## src/rtl/alu_pkg.sv

```systemverilog
// Shared types for the nibble-serial ALU: op encodings, ctrl type, FSM states
// and small op-classification helpers.
package alu_pkg;

    typedef logic [2:0] alu_ctrl_t;

    localparam alu_ctrl_t ALU_PASS_B   = 3'b000;
    localparam alu_ctrl_t ALU_ADD      = 3'b010;
    localparam alu_ctrl_t ALU_SUBTRACT = 3'b011;
    localparam alu_ctrl_t ALU_AND      = 3'b100;
    localparam alu_ctrl_t ALU_OR       = 3'b101;
    localparam alu_ctrl_t ALU_XOR      = 3'b110;

    typedef enum logic [1:0] {
        StIdle,
        StRun,
        StDone
    } alu_ser_state_t;

    // Ops that chain a carry between nibbles and produce C/V flags.
    function automatic logic is_arith(alu_ctrl_t op);
        return (op == ALU_ADD) || (op == ALU_SUBTRACT);
    endfunction

    // Bitwise ops with no inter-nibble dependency.
    function automatic logic is_logic(alu_ctrl_t op);
        return (op == ALU_PASS_B) || (op == ALU_AND) || (op == ALU_OR) || (op == ALU_XOR);
    endfunction

endpackage

```

## src/rtl/alu_nibble_serial_if.sv

```systemverilog
// Request/result handshake bundle for alu_nibble_serial.
// master: issue stage / consumer side; slave: the ALU.
interface alu_nibble_serial_if
    import alu_pkg::*;
#(
    parameter int unsigned WIDTH = 32
);
    logic             in_valid;
    logic             in_ready;
    logic [WIDTH-1:0] a;
    logic [WIDTH-1:0] b;
    alu_ctrl_t        ctrl;
    logic             out_valid;
    logic             out_ready;
    logic [WIDTH-1:0] result;
    logic             flag_n;
    logic             flag_z;
    logic             flag_c;
    logic             flag_v;

    modport master (
        output in_valid, a, b, ctrl, out_ready,
        input  in_ready, out_valid, result, flag_n, flag_z, flag_c, flag_v
    );

    modport slave (
        input  in_valid, a, b, ctrl, out_ready,
        output in_ready, out_valid, result, flag_n, flag_z, flag_c, flag_v
    );
endinterface

```

## src/rtl/alu_nibble_slice.sv

```systemverilog
// Combinational 4-bit ALU slice. SUB is A + ~B + cin; the caller seeds cin=1
// on the first nibble. Illegal ops give out=0, cout=0.
module alu_nibble_slice
    import alu_pkg::*;
(
    input  logic [3:0] a,
    input  logic [3:0] b,
    input  logic       cin,
    input  alu_ctrl_t  ctrl,
    output logic [3:0] out,
    output logic       cout
);
    logic [3:0] beff;
    logic [4:0] sum;

    // Per-op nibble result and carry-out.
    always_comb begin
        beff = (ctrl == ALU_SUBTRACT) ? ~b : b;
        sum  = {1'b0, a} + {1'b0, beff} + {4'b0000, cin};
        out  = 4'h0;
        cout = 1'b0;
        case (ctrl)
            ALU_PASS_B:            out = b;
            ALU_ADD, ALU_SUBTRACT: begin
                out  = sum[3:0];
                cout = sum[4];
            end
            ALU_AND:               out = a & b;
            ALU_OR:                out = a | b;
            ALU_XOR:               out = a ^ b;
            default:               ;
        endcase
    end
endmodule

```

## src/rtl/alu_nibble_serial.sv

```systemverilog
// Word-wide ALU built from one 4-bit slice, iterated LS nibble first.
// Optional macro ALU_SERIAL_BYPASS_EN: PASS_B/AND/OR/XOR finish in a single
// cycle (IDLE -> DONE); ADD/SUB and illegal ops always take the serial path.
module alu_nibble_serial
    import alu_pkg::*;
#(
    parameter int unsigned WIDTH = 32
)(
    input  logic               clk,
    input  logic               reset_n,
    alu_nibble_serial_if.slave bus
);
    localparam int unsigned NIB   = WIDTH / 4;
    localparam int unsigned IDX_W = (NIB > 1) ? $clog2(NIB) : 1;
    localparam int unsigned MSB   = WIDTH - 1;

    alu_ser_state_t   state_q, state_d;
    logic [IDX_W-1:0] idx_q, idx_d;
    logic             carry_q, carry_d;
    logic [WIDTH-1:0] a_q, a_d;
    logic [WIDTH-1:0] b_q, b_d;
    alu_ctrl_t        ctrl_q, ctrl_d;
    logic [WIDTH-1:0] result_q, result_d;
    logic             flag_n_q, flag_n_d;
    logic             flag_z_q, flag_z_d;
    logic             flag_c_q, flag_c_d;
    logic             flag_v_q, flag_v_d;

    logic [IDX_W+1:0] bit_base;
    logic [3:0]       slice_out;
    logic             slice_cout;
    logic             beff_msb;

    assign bit_base = {idx_q, 2'b00};

    alu_nibble_slice u_slice (
        .a    (a_q[bit_base +: 4]),
        .b    (b_q[bit_base +: 4]),
        .cin  (carry_q),
        .ctrl (ctrl_q),
        .out  (slice_out),
        .cout (slice_cout)
    );

`ifdef ALU_SERIAL_BYPASS_EN
    function automatic logic [WIDTH-1:0] word_op(logic [WIDTH-1:0] x, logic [WIDTH-1:0] y,
                                                 alu_ctrl_t op);
        case (op)
            ALU_PASS_B: return y;
            ALU_AND:    return x & y;
            ALU_OR:     return x | y;
            ALU_XOR:    return x ^ y;
            default:    return '0;
        endcase
    endfunction
`endif

    // Next-state: accept in IDLE, one nibble per cycle in RUN, hold in DONE.
    always_comb begin
        state_d  = state_q;
        idx_d    = idx_q;
        carry_d  = carry_q;
        a_d      = a_q;
        b_d      = b_q;
        ctrl_d   = ctrl_q;
        result_d = result_q;
        flag_n_d = flag_n_q;
        flag_z_d = flag_z_q;
        flag_c_d = flag_c_q;
        flag_v_d = flag_v_q;
        beff_msb = (ctrl_q == ALU_SUBTRACT) ? ~b_q[MSB] : b_q[MSB];

        case (state_q)
            StIdle: begin
                if (bus.in_valid) begin
                    a_d      = bus.a;
                    b_d      = bus.b;
                    ctrl_d   = bus.ctrl;
                    // SUB seeds the +1 of the two's complement through the carry.
                    carry_d  = is_arith(bus.ctrl) ? bus.ctrl[0] : 1'b0;
                    result_d = '0;
                    idx_d    = '0;
                    flag_n_d = 1'b0;
                    flag_z_d = 1'b0;
                    flag_c_d = 1'b0;
                    flag_v_d = 1'b0;
                    state_d  = StRun;
`ifdef ALU_SERIAL_BYPASS_EN
                    if (is_logic(bus.ctrl)) begin
                        result_d = word_op(bus.a, bus.b, bus.ctrl);
                        flag_n_d = result_d[MSB];
                        flag_z_d = (result_d == '0);
                        state_d  = StDone;
                    end
`endif
                end
            end
            StRun: begin
                result_d[bit_base +: 4] = slice_out;
                carry_d                 = slice_cout;
                idx_d                   = idx_q + IDX_W'(1);
                if (idx_q == IDX_W'(NIB - 1)) begin
                    flag_n_d = result_d[MSB];
                    flag_z_d = (result_d == '0);
                    if (is_arith(ctrl_q)) begin
                        flag_c_d = slice_cout;
                        flag_v_d = (a_q[MSB] == beff_msb) && (result_d[MSB] != a_q[MSB]);
                    end
                    state_d = StDone;
                end
            end
            StDone: begin
                if (bus.out_ready) begin
                    state_d = StIdle;
                end
            end
            default: state_d = StIdle;
        endcase
    end

    // State and datapath registers; reset aborts any operation in flight.
    always_ff @(posedge clk or negedge reset_n) begin
        if (!reset_n) begin
            state_q  <= StIdle;
            idx_q    <= '0;
            carry_q  <= 1'b0;
            a_q      <= '0;
            b_q      <= '0;
            ctrl_q   <= ALU_PASS_B;
            result_q <= '0;
            flag_n_q <= 1'b0;
            flag_z_q <= 1'b0;
            flag_c_q <= 1'b0;
            flag_v_q <= 1'b0;
        end else begin
            state_q  <= state_d;
            idx_q    <= idx_d;
            carry_q  <= carry_d;
            a_q      <= a_d;
            b_q      <= b_d;
            ctrl_q   <= ctrl_d;
            result_q <= result_d;
            flag_n_q <= flag_n_d;
            flag_z_q <= flag_z_d;
            flag_c_q <= flag_c_d;
            flag_v_q <= flag_v_d;
        end
    end

    // in_ready depends only on state, so a retired result costs one bubble cycle.
    assign bus.in_ready  = (state_q == StIdle);
    assign bus.out_valid = (state_q == StDone);
    assign bus.result    = result_q;
    assign bus.flag_n    = flag_n_q;
    assign bus.flag_z    = flag_z_q;
    assign bus.flag_c    = flag_c_q;
    assign bus.flag_v    = flag_v_q;
endmodule

```

## src/flat_wrapper.sv

```systemverilog
// flat-port wrapper written by rule: the top's interface ports become plain ports
module alu_nibble_serial_flat import alu_pkg::*;
#(
    parameter int unsigned WIDTH = 32
)
  (clk, reset_n, bus_in_valid, bus_a, bus_b, bus_ctrl, bus_out_ready, bus_in_ready, bus_out_valid, bus_result, bus_flag_n, bus_flag_z, bus_flag_c, bus_flag_v);
  alu_nibble_serial_if #(.WIDTH(WIDTH)) bus_i ();
  input  logic clk;
  input  logic reset_n;
  input wire logic [$bits(bus_i.in_valid)-1:0] bus_in_valid;
  input wire logic [$bits(bus_i.a)-1:0] bus_a;
  input wire logic [$bits(bus_i.b)-1:0] bus_b;
  input wire logic [$bits(bus_i.ctrl)-1:0] bus_ctrl;
  input wire logic [$bits(bus_i.out_ready)-1:0] bus_out_ready;
  output wire logic [$bits(bus_i.in_ready)-1:0] bus_in_ready;
  output wire logic [$bits(bus_i.out_valid)-1:0] bus_out_valid;
  output wire logic [$bits(bus_i.result)-1:0] bus_result;
  output wire logic [$bits(bus_i.flag_n)-1:0] bus_flag_n;
  output wire logic [$bits(bus_i.flag_z)-1:0] bus_flag_z;
  output wire logic [$bits(bus_i.flag_c)-1:0] bus_flag_c;
  output wire logic [$bits(bus_i.flag_v)-1:0] bus_flag_v;
  assign bus_i.in_valid = bus_in_valid;
  assign bus_i.a = bus_a;
  assign bus_i.b = bus_b;
  assign bus_i.ctrl = bus_ctrl;
  assign bus_i.out_ready = bus_out_ready;
  assign bus_in_ready = bus_i.in_ready;
  assign bus_out_valid = bus_i.out_valid;
  assign bus_result = bus_i.result;
  assign bus_flag_n = bus_i.flag_n;
  assign bus_flag_z = bus_i.flag_z;
  assign bus_flag_c = bus_i.flag_c;
  assign bus_flag_v = bus_i.flag_v;
  alu_nibble_serial #(.WIDTH(WIDTH)) u_core (.clk(clk), .reset_n(reset_n), .bus(bus_i));
endmodule
```

## config.mk

```make
export PLATFORM = sky130hd
export DESIGN_NAME = alu_nibble_serial_flat
export DESIGN_NICKNAME = d
export VERILOG_FILES = /design/src/rtl/alu_pkg.sv /design/src/rtl/alu_nibble_serial_if.sv /design/src/rtl/alu_nibble_slice.sv /design/src/rtl/alu_nibble_serial.sv /design/src/flat_wrapper.sv
export SDC_FILE = /design/constraint.sdc
export NUM_CORES = 1
export LEC_CHECK = 0
export ABC_CLOCK_PERIOD_IN_PS = 5000
export CAP_MARGIN = 40
export CORE_MARGIN = 2
export CORE_UTILIZATION = 45
export CTS_BUF_LIST = sky130_fd_sc_hd__clkbuf_16
export CTS_CLUSTER_DIAMETER = 150
export CTS_CLUSTER_SIZE = 24
export DETAILED_ROUTE_END_ITERATION = 10
export PLACE_DENSITY = 0.71
export SETUP_SLACK_MARGIN = 0.2
export SYNTH_ARGS = -nofsm -noshare
export SYNTH_HDL_FRONTEND = slang
export SYNTH_SLANG_ARGS = --single-unit
```

## constraint.sdc

```tcl
create_clock -name clk -period 5 [get_ports clk]
set_input_delay 1 -clock clk [delete_from_list [all_inputs] [get_ports clk]]
set_output_delay 1 -clock clk [all_outputs]
set_load 0.05 [all_outputs]
```

[Word level (Yosys, flattened, before mapping)]
Index checks and enable logic that the tools add are counted.
Word-level totals
  register bits: 109
  input port bits: 71
  output and inout port bits: 38
  logic and storage cells: 80
Operators by class
  add/sub/neg operators: 4
  equal/unequal tests: 16
  shifts and indexed selects: 4
  muxes and demuxes: 27
  bitwise operators: 5
  reductions and logical operators: 13
Operators by type and width (number)
  $pmux W32 S2: 1
  $shiftx A32 B6 Y4: 2
  $bwmux W32: 1
  $logic_not A32 Y1: 1
  $mux W32: 1
  $shift A4 B7 Y32 const A: 1
  $shiftx A4 B7 Y32: 1
  $pmux W4 S5: 1
  $eq A3 B2 Y1 const B: 4
  $eq A3 B3 Y1 const B: 4
  $mux W1: 11
  $pmux W1 S2: 5
  $neg A5 Y7: 1
  $mux W2: 3
  $pmux W2 S3: 1
  $pmux W3 S2: 1
  $reduce_and A3 Y1: 2
  $add A4 B4 Y5: 1
  $add A5 B1 Y5: 1
  $and A4 B4 Y4: 1
  $mux W4: 1
  $ne A2 B1 Y1 const B: 2
  $ne A2 B2 Y1 const B: 2
  $not A4 Y4: 1
  17 further kinds: 19

[Depth between registers and ports, before layout]
  word-level depth: 13
  depth in mapped cells: 16
  depth with buffers taken out: 13

[Hierarchy]
Synthesis repeated with hierarchy kept, for this count alone.
Unflattened totals
  cells, all modules: 609
  area, all modules: 5708.0 um^2
Modules (own cells, without submodules)
  alu_nibble_serial: instances 1, cells each 541, area an instance 5201.2 um^2
  alu_nibble_slice: instances 1, cells each 68, area an instance 506.7 um^2

[Worst setup path before layout]
Ideal clock, no wire load.
  path kind: register to register
  start point: reg u_core.idx_q[0]
  end point: reg u_core.flag_z_q (netlist: u_core.bus.flag_z)
  library setup time: 0.077 ns
  arrival time: 3.794 ns
  data required time: 4.923 ns
  setup slack: 1.129 ns
  cell stages (with the launch flop): 16
  path buffers: 2
  clock period less this slack: 3.871 ns
  cells stage by stage: dfrtp_1 buf_6 buf_1 mux4_2 nand2_1 and2_1 fa_1 inv_1 fa_1 inv_1 a211oi_1 a221o_1 a22o_1 a2111oi_2 o2111ai_1 o21ai_1
On the way
  cells in the longest elaborated chain, start to end: 11
  elaborated cells on any way between the ends: 20
  those cells by class: add/sub: 3; eq/ne: 2; shift: 4; mux: 5; bitwise: 4; reduce/logical: 2
Ends and longest elaborated chain
  start, declared: line alu_nibble_serial.sv:18  | logic [IDX_W-1:0] idx_q, idx_d;
  start signal, assigned: line alu_nibble_serial.sv:137  | idx_q <= idx_d;
  $shiftx A32 B6 Y4: line alu_nibble_serial.sv:38  | .b (b_q[bit_base +: 4]),
  $not A4 Y4: line alu_nibble_slice.sv:18  | beff = (ctrl == ALU_SUBTRACT) ? ~b : b;
  $mux W4: line alu_nibble_slice.sv:18
  $add A4 B4 Y5: line alu_nibble_slice.sv:19  | sum = {1'b0, a} + {1'b0, beff} + {4'b0000, cin};
  $add A5 B1 Y5: line alu_nibble_slice.sv:19
  $pmux W4 S5: line alu_nibble_slice.sv:22  | case (ctrl)
  $shiftx A4 B7 Y32: line alu_nibble_serial.sv:99  | result_d[bit_base +: 4] = slice_out;
  $bwmux W32: line alu_nibble_serial.sv:99
  $logic_not A32 Y1: line alu_nibble_serial.sv:104  | flag_z_d = (result_d == '0);
  $mux W1: line alu_nibble_serial.sv:102  | if (idx_q == IDX_W'(NIB - 1)) begin
  $pmux W1 S2: line alu_nibble_serial.sv:73  | case (state_q)
  end signal, assigned: line alu_nibble_serial.sv:144  | flag_z_q <= flag_z_d;
  end, declared: line alu_nibble_serial.sv:25  | logic flag_z_q, flag_z_d;
Several ways; a longest one is shown, not always the timed one. The select of a mux whose other input is x is not followed.
A chain may end at the register's enable or synchronous reset.

[Worst setup path after layout]
Ends and elaborated chain as after synthesis.

==> reports/metrics.yaml <==
synth:
  postSynthAreaPerCell_um2: 9.47
  synth.top_cells.by_count: "232 x nand2_1, 109 x dfrtp_1, 32 x a22o_1, 23 x clkbuf_1, 20 x nor2_1"
  ys_seq_elements: 109
  yosysMostFrequentCell: "nand2_1"
  synthMuxAreaShare: 0.0789
  netlist_area_um2: 5660
  synthSimpleGateAreaFrac: 0.217
  yosysTopAreaCell: "dfrtp_1"
  synth_cells: 598
  synth_fa_ha_area_frac: 0.0468
  synth_xor_area_frac: 0.0108
  synth_top_family_by_area: "simple AND/OR/NAND/NOR gates"
  synthArstFlopShare: 1.00
  synth.distinct_cells: 54
  synth-main-ff-cell: "dfrtp_1"
  synth_compound_area_frac: 0.130
  synth_enable_flop_cells: 0
  synth.top_cell.area_share: 0.482
  yosysSeqAreaShare: 0.482
  syn-num-nets: 689
  yosys-top-cells-area: "dfrtp_1 48%, nand2_1 15%, a22o_1 4.9%"
  yosys_warnings: 0
floorplanning:
  design.core.area_um2: 12200
  pin_count: 109
  die_w_um: 116
  initial_core_util: 0.466
  die_h_um: 116
  rows: 40
  die-area_um2: 13500
clocking:
  post_cts_buffers: 0
  numCtsBuffers: 9
  clock_path_buffers: 2
  insertion_delay_ns: 0.36
  cts_tree: "done"
  ctsHoldBuffers: 0
  h-tree-depth: 3
  clkSinkCount: 109
  clk_pin_slew_ns: 0.07
  root_buffer: "clkbuf_16"
  ctsResizeCount: 0
drt:
  vias: 4752
  drc_errors: 0
  wl_um: 14000
  via_per_inst: 5.48
  firstDrtPassIters: 5
  antenna_left: 0
  avgRoutedWirePerCell_um: 16.2
  drt_iter0_drc: 378
final_layout:
  layout-area-overhead-vs-synth_pct: 27.3
  drive_gt1_frac: 0.0644
  antenna_cells: 0
  post-route-util: 0.593
  final_nets: 785
sta:
  worst_slack_ns: 0.731
  final_hold_viol_count: 0
  whs_ns: 0.478
  clock_skew_ns: 0.0128
  finalCritPeriodShare: 0.854
  maxSlewHeadroom: 0.561
  rsz0062_at_grt: "false"
  maxSlewViolCount: 0
  setup_viol: 0
  max_slew.worst_pin.slew_ns: 0.656
  fmax_ghz: 0.234
  min_period_ns: 4.27
  fin_tns_setup_ns: 0
global_routing:
  gr-total-overflow: 0
  grt_pass1_wl_um: 22900
  grt_antenna_before_repair: 0
  grt_pass1_vias: 4577
  grt_max_degree: 59
  track_usage: 0.217
worst_setup_path:
  crit_fanout: 20
  arrival_ns: 4.55
  path_class: "register to register"
  crit_path_start_kind: "register"
  critPathCaptureType: "register"
  required_ns: 5.28
min_path:
  holdCritPathClass: "register to register"
place:
  gp_congestion: 0.895
  pre_cts_ws_ns: 0.795
  place_hpwl_um: 10200
  port_buffers: 108
pwr:
  powerDensity_nw_per_um2: 739
  power.leakage_uw: 0.00343
  seqPwrFrac: 0.290
  finalPower_uw: 5330
  clock_power_share: 0.137
  power_switching_share: 0.471
  worst_ir_drop_vdd_mv: 0.303
  combPwrFrac: 0.574
  internal_power_uw: 2820
  power_switching_uw: 2510
status:
  status: "complete, no violations"
flow_run:
  drv_cap: 0
worst paths after layout:
path	from	endpoint	slack [ns]	cells past startpoint
min in group asynchronous	reset_n	u_core.a_q[4]	0.53	1
max in group asynchronous	reset_n	u_core.b_q[2]	3.78	2
worst max register to register	u_core.idx_q[0]	u_core.bus.flag_z	0.73	12
worst max-delay path	u_core.idx_q[0]	u_core.bus.flag_z	0.73	12
worst min-delay path	u_core.b_q[21]	u_core.b_q[21]	0.48	2
worst min register to register	u_core.b_q[21]	u_core.b_q[21]	0.48	2
cells by family (layout without fill, tap and decap cells):
| group | after synthesis | count (layout) |
|---|---|---|
| buffers and inverters | 49 | 150 |
| adder cells (fa/ha/maj) | 20 | 20 |
| multiplexers | 22 | 22 |
| flip-flops | 109 | 109 |
| AO/OA/AOI/OAI | 95 | 95 |
| AND/OR/NAND/NOR | 296 | 296 |
| XOR/XNOR | 7 | 7 |
worst max-delay path: stages, from the launching register on:
cell,delay (ns)
dfrtp_1,0.53
buf_4,0.39
mux4_1,0.58
mux2_2,0.32
xnor2_1,0.28
fa_1,0.49
inv_1,0.07
a211oi_1,0.06
a221o_1,0.51
a22o_1,0.27
a2111oi_2,0.39
o2111ai_1,0.16
o21ai_1,0.14
layer usage:
layer  wire [um]  GRT usage  vias to the layer above
li1            -          -                     2251
met1        6610      0.312                     2337
met2        6540      0.343                      145
met3         655     0.0363                       19
met4         206     0.0603                        0
met5           0          0                        -
area by class of cell:
type | count | area, um^2
inverters | 18 | 67.6
multi-input cells | 440 | 2750
well taps | 168 | 210
fillers | 1024 | 4950
clock inverters | 7 | 75.1
flip-flops and latches | 109 | 2730
repair buffers | 116 | 1160
clock buffers | 9 | 225
sequential cells by signal, indices dropped and copies added (netlist names):
register	cells
u_core.idx_q	3
u_core.ctrl_q	3
u_core.b_q	32
u_core.bus.result	32
u_core.bus.flag_z	1
u_core.bus.flag_n	1
u_core.carry_q	1
u_core.bus.flag_c	1
u_core.bus.flag_v	1
u_core.a_q	32
u_core.state_q	2
cell usage in the layout (no fill, tap or decap), types with 3 or more instances in the layout:
| cell | Yosys | layout |
|---|---|---|
| clkdlybuf4s50_1 | 0 | 107 |
| dfrtp_1 | 109 | 109 |
| mux4_2 | 11 | 11 |
| a22o_1 | 32 | 32 |
| ha_1 | 18 | 18 |
| o31ai_1 | 5 | 5 |
| and2_1 | 9 | 8 |
| xnor2_1 | 4 | 4 |
| nand3_1 | 5 | 5 |
| clkbuf_16 | 0 | 9 |
| a211oi_1 | 4 | 4 |
| inv_1 | 16 | 16 |
| xor2_1 | 3 | 3 |
| a21o_1 | 4 | 4 |
| nor4_1 | 3 | 3 |
| buf_4 | 0 | 7 |
| o32ai_1 | 3 | 3 |
| nor3_1 | 6 | 6 |
| o41ai_1 | 3 | 3 |
| a31oi_1 | 7 | 7 |
| mux2i_1 | 3 | 3 |
| nand2b_1 | 7 | 7 |
| clkinv_4 | 0 | 3 |
| o21ai_0 | 12 | 12 |
| nand3b_1 | 3 | 3 |
| mux4_1 | 5 | 5 |
| a21oi_1 | 8 | 8 |
| nor2_1 | 20 | 20 |
| nand2_1 | 232 | 231 |
| o2111ai_1 | 3 | 3 |
per-stage QoR:
stage               std cells  cell area (um^2)
floorplan                 598              5660
global route              867              7210
global placement          849              6880
CTS                       867              7210
finish                    867              7210
detailed placement        851              6910
power groups by stage:
| stage | sequential, uW | combinational (uW) | clock, uW |
|---|---|---|---|
| after global routing | 1590 | 3400 | 772 |
| after detailed placement | 1550 | 3030 | 0 |
| after CTS | 1540 | 3060 | 736 |
| final | 1540 | 3060 | 728 |
| after floorplan | 1660 | 2070 | 0 |
| after global placement | 1540 | 2930 | 0 |
No activity file was read; power rests on OpenSTA's default activity.
